### src/rtl/iob_dbus_split_pkg.sv
// Shared types and width helpers for the IOB data-bus splitter.
package iob_dbus_split_pkg;

    typedef enum logic {
        IDLE    = 1'b0,
        WAIT_RD = 1'b1
    } state_t;

    // Request word is {valid, addr, wdata, wstrb}; response word is {rdata, rvalid, ready}.
    function automatic int req_width(input int addr_w, input int data_w);
        return 1 + addr_w + data_w + data_w / 8;
    endfunction

    function automatic int resp_width(input int data_w);
        return data_w + 2;
    endfunction

endpackage

### src/rtl/iob_dbus_split_timer.sv
// Read-timeout counter: cleared when a read is launched, saturates at all-ones and flags done.
module iob_dbus_split_timer #(
    parameter int TIMEOUT_W = 8
) (
    input  logic clk,
    input  logic rst,
    input  logic clr,
    input  logic en,
    output logic done
);

    logic [TIMEOUT_W-1:0] cnt_q;

    always_ff @(posedge clk) begin
        if (rst || clr) begin
            cnt_q <= '0;
        end else if (en && !done) begin
            cnt_q <= cnt_q + 1'b1;
        end
    end

    assign done = (cnt_q == '1);

endmodule

### src/rtl/iob_dbus_split.sv
// One IOB master to N_SLAVES IOB slaves, selected by the top address bits,
// with a single outstanding read and a timeout that answers with an all-ones error word.
module iob_dbus_split
    import iob_dbus_split_pkg::*;
#(
    parameter int ADDR_W    = 32,
    parameter int DATA_W    = 32,
    parameter int N_SLAVES  = 4,
    parameter int SEL_W     = 2,
    parameter int TIMEOUT_W = 8,
    localparam int STRB_W   = DATA_W / 8,
    localparam int REQ_W    = req_width(ADDR_W, DATA_W),
    localparam int RESP_W   = resp_width(DATA_W)
) (
    input  logic                       clk_i,
    input  logic                       rst_i,
    input  logic                       cke_i,
    input  logic [REQ_W-1:0]           m_req_i,
    output logic [RESP_W-1:0]          m_resp_o,
    output logic [N_SLAVES*REQ_W-1:0]  s_req_o,
    input  logic [N_SLAVES*RESP_W-1:0] s_resp_i,
    output logic                       err_o
);

    state_t              state_q;
    logic [SEL_W-1:0]    sel_q;
    logic                bad_rd_q;

    logic                m_valid;
    logic [ADDR_W-1:0]   m_addr;
    logic [STRB_W-1:0]   m_wstrb;
    logic [SEL_W-1:0]    sel;
    logic                sel_ok;
    logic                is_idle;
    logic                is_rd;
    logic                fwd;
    logic                m_ready;
    logic                rd_launch;
    logic                tmo_done;

    logic [N_SLAVES-1:0] s_ready;
    logic [N_SLAVES-1:0] s_rvalid;
    logic [DATA_W-1:0]   s_rdata [N_SLAVES];

    logic                cur_rvalid;
    logic                rvalid;
    logic [DATA_W-1:0]   rdata;

    assign m_valid = m_req_i[REQ_W-1];
    assign m_addr  = m_req_i[REQ_W-2 -: ADDR_W];
    assign m_wstrb = m_req_i[STRB_W-1:0];
    assign sel     = m_addr[ADDR_W-1 -: SEL_W];
    assign sel_ok  = int'(sel) < N_SLAVES;
    assign is_idle = (state_q == IDLE);
    assign is_rd   = (m_wstrb == '0);

    // Requests to an unmapped index are acknowledged locally so the master never stalls.
    assign m_ready   = is_idle && (sel_ok ? s_ready[sel] : 1'b1);
    assign fwd       = m_valid && is_idle && sel_ok;
    assign rd_launch = cke_i && fwd && s_ready[sel] && is_rd;

    for (genvar k = 0; k < N_SLAVES; k++) begin : g_slave
        assign s_ready[k]  = s_resp_i[k*RESP_W];
        assign s_rvalid[k] = s_resp_i[k*RESP_W + 1];
        assign s_rdata[k]  = s_resp_i[k*RESP_W + 2 +: DATA_W];
        assign s_req_o[k*REQ_W +: REQ_W] = {fwd && (sel == SEL_W'(k)), m_req_i[REQ_W-2:0]};
    end

    assign cur_rvalid = s_rvalid[sel_q];

    iob_dbus_split_timer #(
        .TIMEOUT_W (TIMEOUT_W)
    ) u_timer (
        .clk  (clk_i),
        .rst  (rst_i),
        .clr  (rd_launch),
        .en   (cke_i && !is_idle && !cur_rvalid),
        .done (tmo_done)
    );

    // A slave answer in the timeout cycle takes priority over the error word.
    always_comb begin
        rvalid = 1'b0;
        rdata  = '0;
        if (bad_rd_q) begin
            rvalid = 1'b1;
            rdata  = '1;
        end else if (!is_idle) begin
            rdata = s_rdata[sel_q];
            if (cur_rvalid) begin
                rvalid = 1'b1;
            end else if (tmo_done) begin
                rvalid = 1'b1;
                rdata  = '1;
            end
        end
    end

    assign m_resp_o = {rdata, rvalid, m_ready};

    always_ff @(posedge clk_i) begin
        if (rst_i) begin
            state_q  <= IDLE;
            sel_q    <= '0;
            bad_rd_q <= 1'b0;
            err_o    <= 1'b0;
        end else if (cke_i) begin
            err_o    <= 1'b0;
            bad_rd_q <= 1'b0;
            case (state_q)
                IDLE: begin
                    if (m_valid && !sel_ok) begin
                        err_o    <= 1'b1;
                        bad_rd_q <= is_rd;
                    end else if (rd_launch) begin
                        sel_q   <= sel;
                        state_q <= WAIT_RD;
                    end
                end
                WAIT_RD: begin
                    if (m_valid) begin
                        err_o <= 1'b1;
                    end
                    if (cur_rvalid) begin
                        state_q <= IDLE;
                    end else if (tmo_done) begin
                        state_q <= IDLE;
                        err_o   <= 1'b1;
                    end
                end
                default: state_q <= IDLE;
            endcase
        end
    end

endmodule

### config.mk
export PLATFORM = sky130hd
export DESIGN_NAME = iob_dbus_split
export DESIGN_NICKNAME = d
export VERILOG_FILES = /design/src/rtl/iob_dbus_split_pkg.sv /design/src/rtl/iob_dbus_split_timer.sv /design/src/rtl/iob_dbus_split.sv
export SDC_FILE = /design/constraint.sdc
export NUM_CORES = 1
export LEC_CHECK = 0
export CORE_AREA = 2 2 200 202
export CTS_CLUSTER_DIAMETER = 120
export DETAILED_ROUTE_END_ITERATION = 12
export DIE_AREA = 0 0 202 204
export PLACE_DENSITY = 0.44
export SLEW_MARGIN = 20
export SYNTH_ARGS = -nofsm -noshare
export SYNTH_HDL_FRONTEND = slang
export SYNTH_SLANG_ARGS = --single-unit
export TNS_END_PERCENT = 10
### constraint.sdc
create_clock -name clk_i -period 4.6 [get_ports clk_i]
set_input_delay 1.38 -clock clk_i [delete_from_list [all_inputs] [get_ports clk_i]]
set_output_delay 1.38 -clock clk_i [all_outputs]
set_load 0.05 [all_outputs]
==> results of run 1 <==
## cell type report
type	count	share of cell area, %
antenna	1	0.05116
timing repair buffer	221	51.88
inverter	2	0.1535
clock buffer	3	1.535
sequential	12	4.988
multi-input combinational	124	27.96
tap	525	13.43
## logic make-up after synthesis
logic type / synth area share (%)
multiplexers: 21.26
adder cells (fa/ha/maj): 0.3342
flip-flops: 6.417
buffers and inverters: 57.35
AND/OR/NAND/NOR: 5.147
AO/OA/AOI/OAI: 9.024
XOR/XNOR: 0.4680
## power breakdown
| part | leakage [nW] | switching, mW | internal [mW] |
|---|---|---|---|
| Clock | 0.0370 | 0.0442 | 0.113 |
| Sequential | 0.0982 | 0.000653 | 0.105 |
| Combinational | 1.43 | 0.0988 | 0.160 |
| Total | 1.57 | 0.144 | 0.378 |
## through the flow
step	util (%)	TNS (ns)	power, mW	hold slack [ns]
after floorplan	-	0	0.7915	0.4609
after global placement	12.17	-0.002973	0.3682	0.4589
after detailed placement	12.17	-0.09049	0.3695	0.4605
after CTS	12.36	-0.1311	0.5313	0.4660
after global routing	12.48	-0.3651	0.5470	0.5233
final	12.48	0	0.5218	0.4688
## critical path: stages
cell and delay (ns):
clkdlybuf4s50_1 0.39, mux4_2 0.54, nor3b_4 0.20, buf_6 0.16, buf_6 0.15, o21a_1 0.19, buf_12 0.15
## placed cells by master, fill, tap and decap left out, types with 2 or more instances in the layout
cell               n
clkbuf_16          3
o31ai_1            2
and3_1             2
o21ai_0            3
or3_1              2
nand3_1            3
buf_4             18
inv_1              2
a21oi_1            7
mux2i_1            3
clkdlybuf4s50_1  162
mux4_2            34
nand2_1            6
o21a_1            32
dfxtp_2            3
dfxtp_1            9
buf_12            36
buf_6              4
or4_1              2
nand4_1            2
nor2_1             8
nor2b_1            5
## worst max-delay path by stage
stage | start | endpoint | cells after the start
floorplan | s_resp_i[103] | m_resp_o[23] | 4
global placement | s_resp_i[103] | m_resp_o[28] | 6
detailed placement | s_resp_i[103] | m_resp_o[25] | 6
CTS | s_resp_i[103] | m_resp_o[25] | 6
global route | s_resp_i[103] | m_resp_o[20] | 7
finish | s_resp_i[103] | m_resp_o[20] | 7
## state kept, by name (all words and copies together), names as in the netlist
register,count
u_timer.cnt_q,8
sel_q,2
err_o,1
state_q,1
## layer usage
metal | routed length (um) | part of all wire, % | GRT usage [%] | up-vias
li1 | - | - | - | 1048
met1 | 4823 | 36 | 6.556 | 1061
met2 | 5869 | 43 | 9.180 | 191
met3 | 1837 | 14 | 3.364 | 117
met4 | 987 | 7.3 | 4.307 | 2
met5 | 13 | 0.096 | 0 | -
## synth_stat cells, types with 3 or more instances
| master | count | area share, % |
|---|---|---|
| a21oi_1 | 7 | 0.94 |
| buf_1 | 3 | 0.30 |
| buf_2 | 3 | 0.40 |
| buf_4 | 274 | 55 |
| clkbuf_1 | 9 | 0.90 |
| dfxtp_1 | 12 | 6.4 |
| mux2i_1 | 3 | 0.80 |
| mux4_2 | 34 | 20 |
| nand2_1 | 6 | 0.60 |
| nand3_1 | 3 | 0.40 |
| nor2_1 | 8 | 0.80 |
| nor2b_1 | 5 | 0.84 |
| o21a_1 | 32 | 6.4 |
| o21ai_0 | 3 | 0.40 |
## what timing repair did
item                                    CTS  global route
endpoints found under the setup margin   14            32
pin swaps                                 0            19
cloned                                    0             1
gates resized for setup                   0             9
buffers inserted                          0             1
==> results.md, run 1 <==
- Nets: 573
- Fmax: 219.9 MHz
- Syn_nets: 638
- # Max-Cap Violations: 0
- Die Y: 204 um
- Worst-path clk slew: 0.04 ns
- Final Max Tran Viols: 0
- Slew of the pin with the lowest slew margin: 0.5510 ns
- Start of the worst register-to-register path: sel_q[1]
- Core area: 39180 sq um
- Final antenna-violating net count: 0
- Final setup viols: 0
- Gr usage total: 6.124%
- Slew HR: 63.27%
- Layout cells sized above 1: 27.62%
- Slack of the worst reg-to-reg path: 2.30 ns
- Ys Warns: 0
- Reg-to-Reg End: u_timer.cnt_q[7]
- Number of flops mapped to enable cells by yosys: 0
- CP Launch Type: input port
- Post-synth ARST share: 0%
- Hold Crit Start: err_o
- Synthesized netlist cell count: 429
- Gpl congestion: 0.6731
- Die X: 202 um
- Worst r2r path cells: 5
- Minimum clock period: 4.547 ns
- Worst Hold End: err_o
- Pre-antenna DRT Iters: 4
- Synth Register Bits: 12
- Placed Cells: 882
- CTS tree: yes
- Multi-input logic area: 1368 sq um
- Syn-to-layout area delta: 30.65%
- Initial core utilization: 9.554%
- Syn avg cell area: 8.726 sq um
- Part of the cycle the worst path needs: 98.86%
- Most used DFF post-synth: dfxtp_1
- FP Rows: 73
- Global-route wire length before repair: 18340 um
- Status: complete, no violations
- Worst-case clock buffer depth: 2
- Routed vias: 2419
- Unrepaired setup endpoints after global routing: yes
- Static Leakage: 1.565 nW
- Initial antenna violation count: 2
- Sequential area share after synthesis: 6.417%
- Gr ovfl total: 0
- Setup CP Type: in -> out
- Hold Path Class: reg -> reg
- Drc violations: 0
- Crit path DAT: 3.17 ns
- Clock sink count: 12
- Fillers: 4438
- Final worst-path setup slack: 0.05259 ns
- Die ar.: 41210 sq um
- Hold depth: 2
- Worst-skew pair later-pin latency: 0.24 ns
- Vias in the first global route: 2624
- Root Driver: clkbuf_16
- CP endpoint kind: primary output
- I/O pins: 519
- Iter 0 DRT Violations: 54
- PD cells: 106.7 nW/um^2
- Setup WS pre-CTS: -0.01822 ns
- Worst path required time: 3.22 ns
- Vias/cell: 2.724
- Cell area after layout: 4891 sq um
- Htree depth: 1
- Max FO, Critical Path: 10
- Post-synthesis instance area: 3744 sq um
- Largest net degree at the start of global routing: 27
- Library cells used by synthesis: 33
- Fin. Hold Viols: 0
- Post-detail-place hpwl: 11440 um
- Routed length per instance: 15.24 um
- Clk_skew: 0.001020 ns
- Hold buffers post-CTS: 0
- DRT Wirelength: 13530 um
- TritonCTS Buffers: 3
- Placed Area: 4770 sq um
- Register area: 244.0 sq um
- Worst VDD drop: 0.00007349 V
- Port bufs: 208
- Post-Layout Cell Count: 888
Note: power is estimated with default switching activity, not from simulation.
==> run 2: changes to the inputs <==
- clock period: 4.6 -> 4.8 ns (I/O delays scaled with it)
==> results.md, run 2 (synthesis gave the netlist of run 1 again) <==
- Root Driver: clkbuf_16
- Slew HR: 63.61%
- TritonCTS Buffers: 3
- Gr ovfl total: 0
- Part of the cycle the worst path needs: 98.35%
- Tot Pwr: 0.5186 mW
- Sw frac: 27.09%
- Routed length per instance: 15.18 um
- Worst-path clk slew: 0.05 ns
- DRT Wirelength: 13450 um
- Worst hold margin: 0.4728 ns
- Most frequent cells in the layout: clkdlybuf4s50_1, mux4_2, buf_12, o21a_1, buf_4
- Unrepaired setup endpoints after global routing: yes
- Layout cells sized above 1: 26.11%
- Global-route wire length before repair: 18530 um
- Die X: 202 um
- Iter 0 DRT Violations: 38
- Max FO, Critical Path: 10
- Sequential Power Share: 19.5%
- I/O pins: 519
- Hold Path Class: reg -> reg
- CP max stage cell: mux4_2
- Fin. Hold Viols: 0
- Clock Power Share: 33.0%
- Initial antenna violation count: 2
- Crit path DAT: 3.28 ns
- Core area: 39180 sq um
- Syn-to-layout area delta: 29.41%
- CP endpoint kind: primary output
- Die ar.: 41210 sq um
- CP Launch Type: input port
- Top cell family by delay on the critical path: buffers and inverters
- Slew of the pin with the lowest slew margin: 0.5458 ns
- PD cells: 107.0 nW/um^2
- Worst-case clock buffer depth: 2
- Clk_skew: 0.001254 ns
- Worst-skew pair later-pin latency: 0.24 ns
- Final Max Tran Viols: 0
- Drc violations: 0
- Pre-antenna DRT Iters: 4
- Port bufs: 208
- Logic pwr share: 47.5%
- Gr usage total: 6.150%
- Switching power: 0.1405 mW
- Biggest register: u_timer.cnt_q
- # Max-Cap Violations: 0
- Setup CP Type: in -> out
- # Post-CTS Setup Buffers: 0
- Die Y: 204 um
- Fmax: 211.8 MHz
- Post-layout util: 12.36%
- CP startpoint: s_resp_i[69]
- FP Rows: 73
- Hold Crit Start: err_o
- CP max stage delay: 0.54 ns
- Final antenna-violating net count: 0
- Worst VDD drop: 0.00008137 V
- Initial core utilization: 9.554%
- Post-detail-place hpwl: 11430 um
- Static Leakage: 1.541 nW
- Worst path required time: 3.36 ns
- Top Registers: u_timer.cnt_q: 8 flops, sel_q: 2 flops
- Max reg flops: 8
- CTS tree: yes
- CP Buf/Inv Count: 3
- Gpl congestion: 0.6820
- Nets: 570
- Status: complete, no violations
- Critical Path, Cell by Cell: clkdlybuf4s50_1, mux4_2, nor3b_4, buf_4, o21a_1, buf_12
- Final setup viols: 0
- Routed vias: 2431
- Start of the worst register-to-register path: sel_q[0]
- Minimum clock period: 4.721 ns
- Placed Area: 4747 sq um
- Largest net degree at the start of global routing: 27
- Vias/cell: 2.744
- Vias in the first global route: 2731
- Commonest non-fill, non-tap cell in the layout: clkdlybuf4s50_1
- Clock sink count: 12
- Htree depth: 1
- Cell area after layout: 4845 sq um
- Int Pwr: 0.3781 mW
run 2: cell count changes in the layout (fill, tap and decap cells not counted):
| cell | change |
|---|---|
| buf_6 | -4 |
| buf_8 | -1 |
| clkbuf_8 | +1 |
| clkdlybuf4s50_1 | +4 |
| buf_12 | -2 |
run 2: worst paths after layout:
kind | to | slack [ns] | depth (start not counted)
worst max-delay path | m_resp_o[20] | 0.08 | 6
worst min register to register | err_o | 0.47 | 2
worst max register to register | u_timer.cnt_q[5] | 2.20 | 5
worst min-delay path | err_o | 0.47 | 2
run 2: per-stage QoR:
stage,TNS (ns),worst slack (ns),cells
finish,0,0.07908,886
global route,-0.4555,-0.04221,885
CTS,0,0.009107,885
detailed placement,-0.2123,-0.03105,881
global placement,-0.02359,-0.005951,881
floorplan,0,0.2987,429
run 2: area by class of cell:
cell class,count,area [sq um]
diodes,1,2.502
clock buffers,4,88.84
fillers,4442,34340
inverters,2,7.507
multi-input cells,124,1368
flip-flops and latches,12,244.0
well taps,525,656.9
repair buffers,218,2477
run 2: worst reg2reg max path, delay by kind of cell, from the launching register on:
family,cells,cell delay [ns]
DFF,1,0.67
muxes,1,0.66
and+or+nand+nor,1,0.51
AOI/OAI and AO/OA,2,0.51
buffers and inverters,1,0.19
run 2: what timing repair did:
action	4_1_cts	5_1_grt
resized for setup	1	0
hold buffers	0	0
endpoints found under the setup margin	14	21
run 2: metal layers:
metal  track usage (%)  vias up  routed length (um)
li1                  -     1044                   -
met3             2.870      101                1657
met1             6.855     1075                4926
met2             9.389      211                5927
met4             4.070        0                 934
met5                 0        -                   0
run 2: power groups by stage:
stage	Combinational, mW	Sequential, mW	Clock (mW)
after floorplan	0.656	0.102	0
after global placement	0.248	0.103	0
after detailed placement	0.249	0.103	0
after CTS	0.250	0.101	0.173
after global routing	0.260	0.101	0.180
final	0.246	0.101	0.171
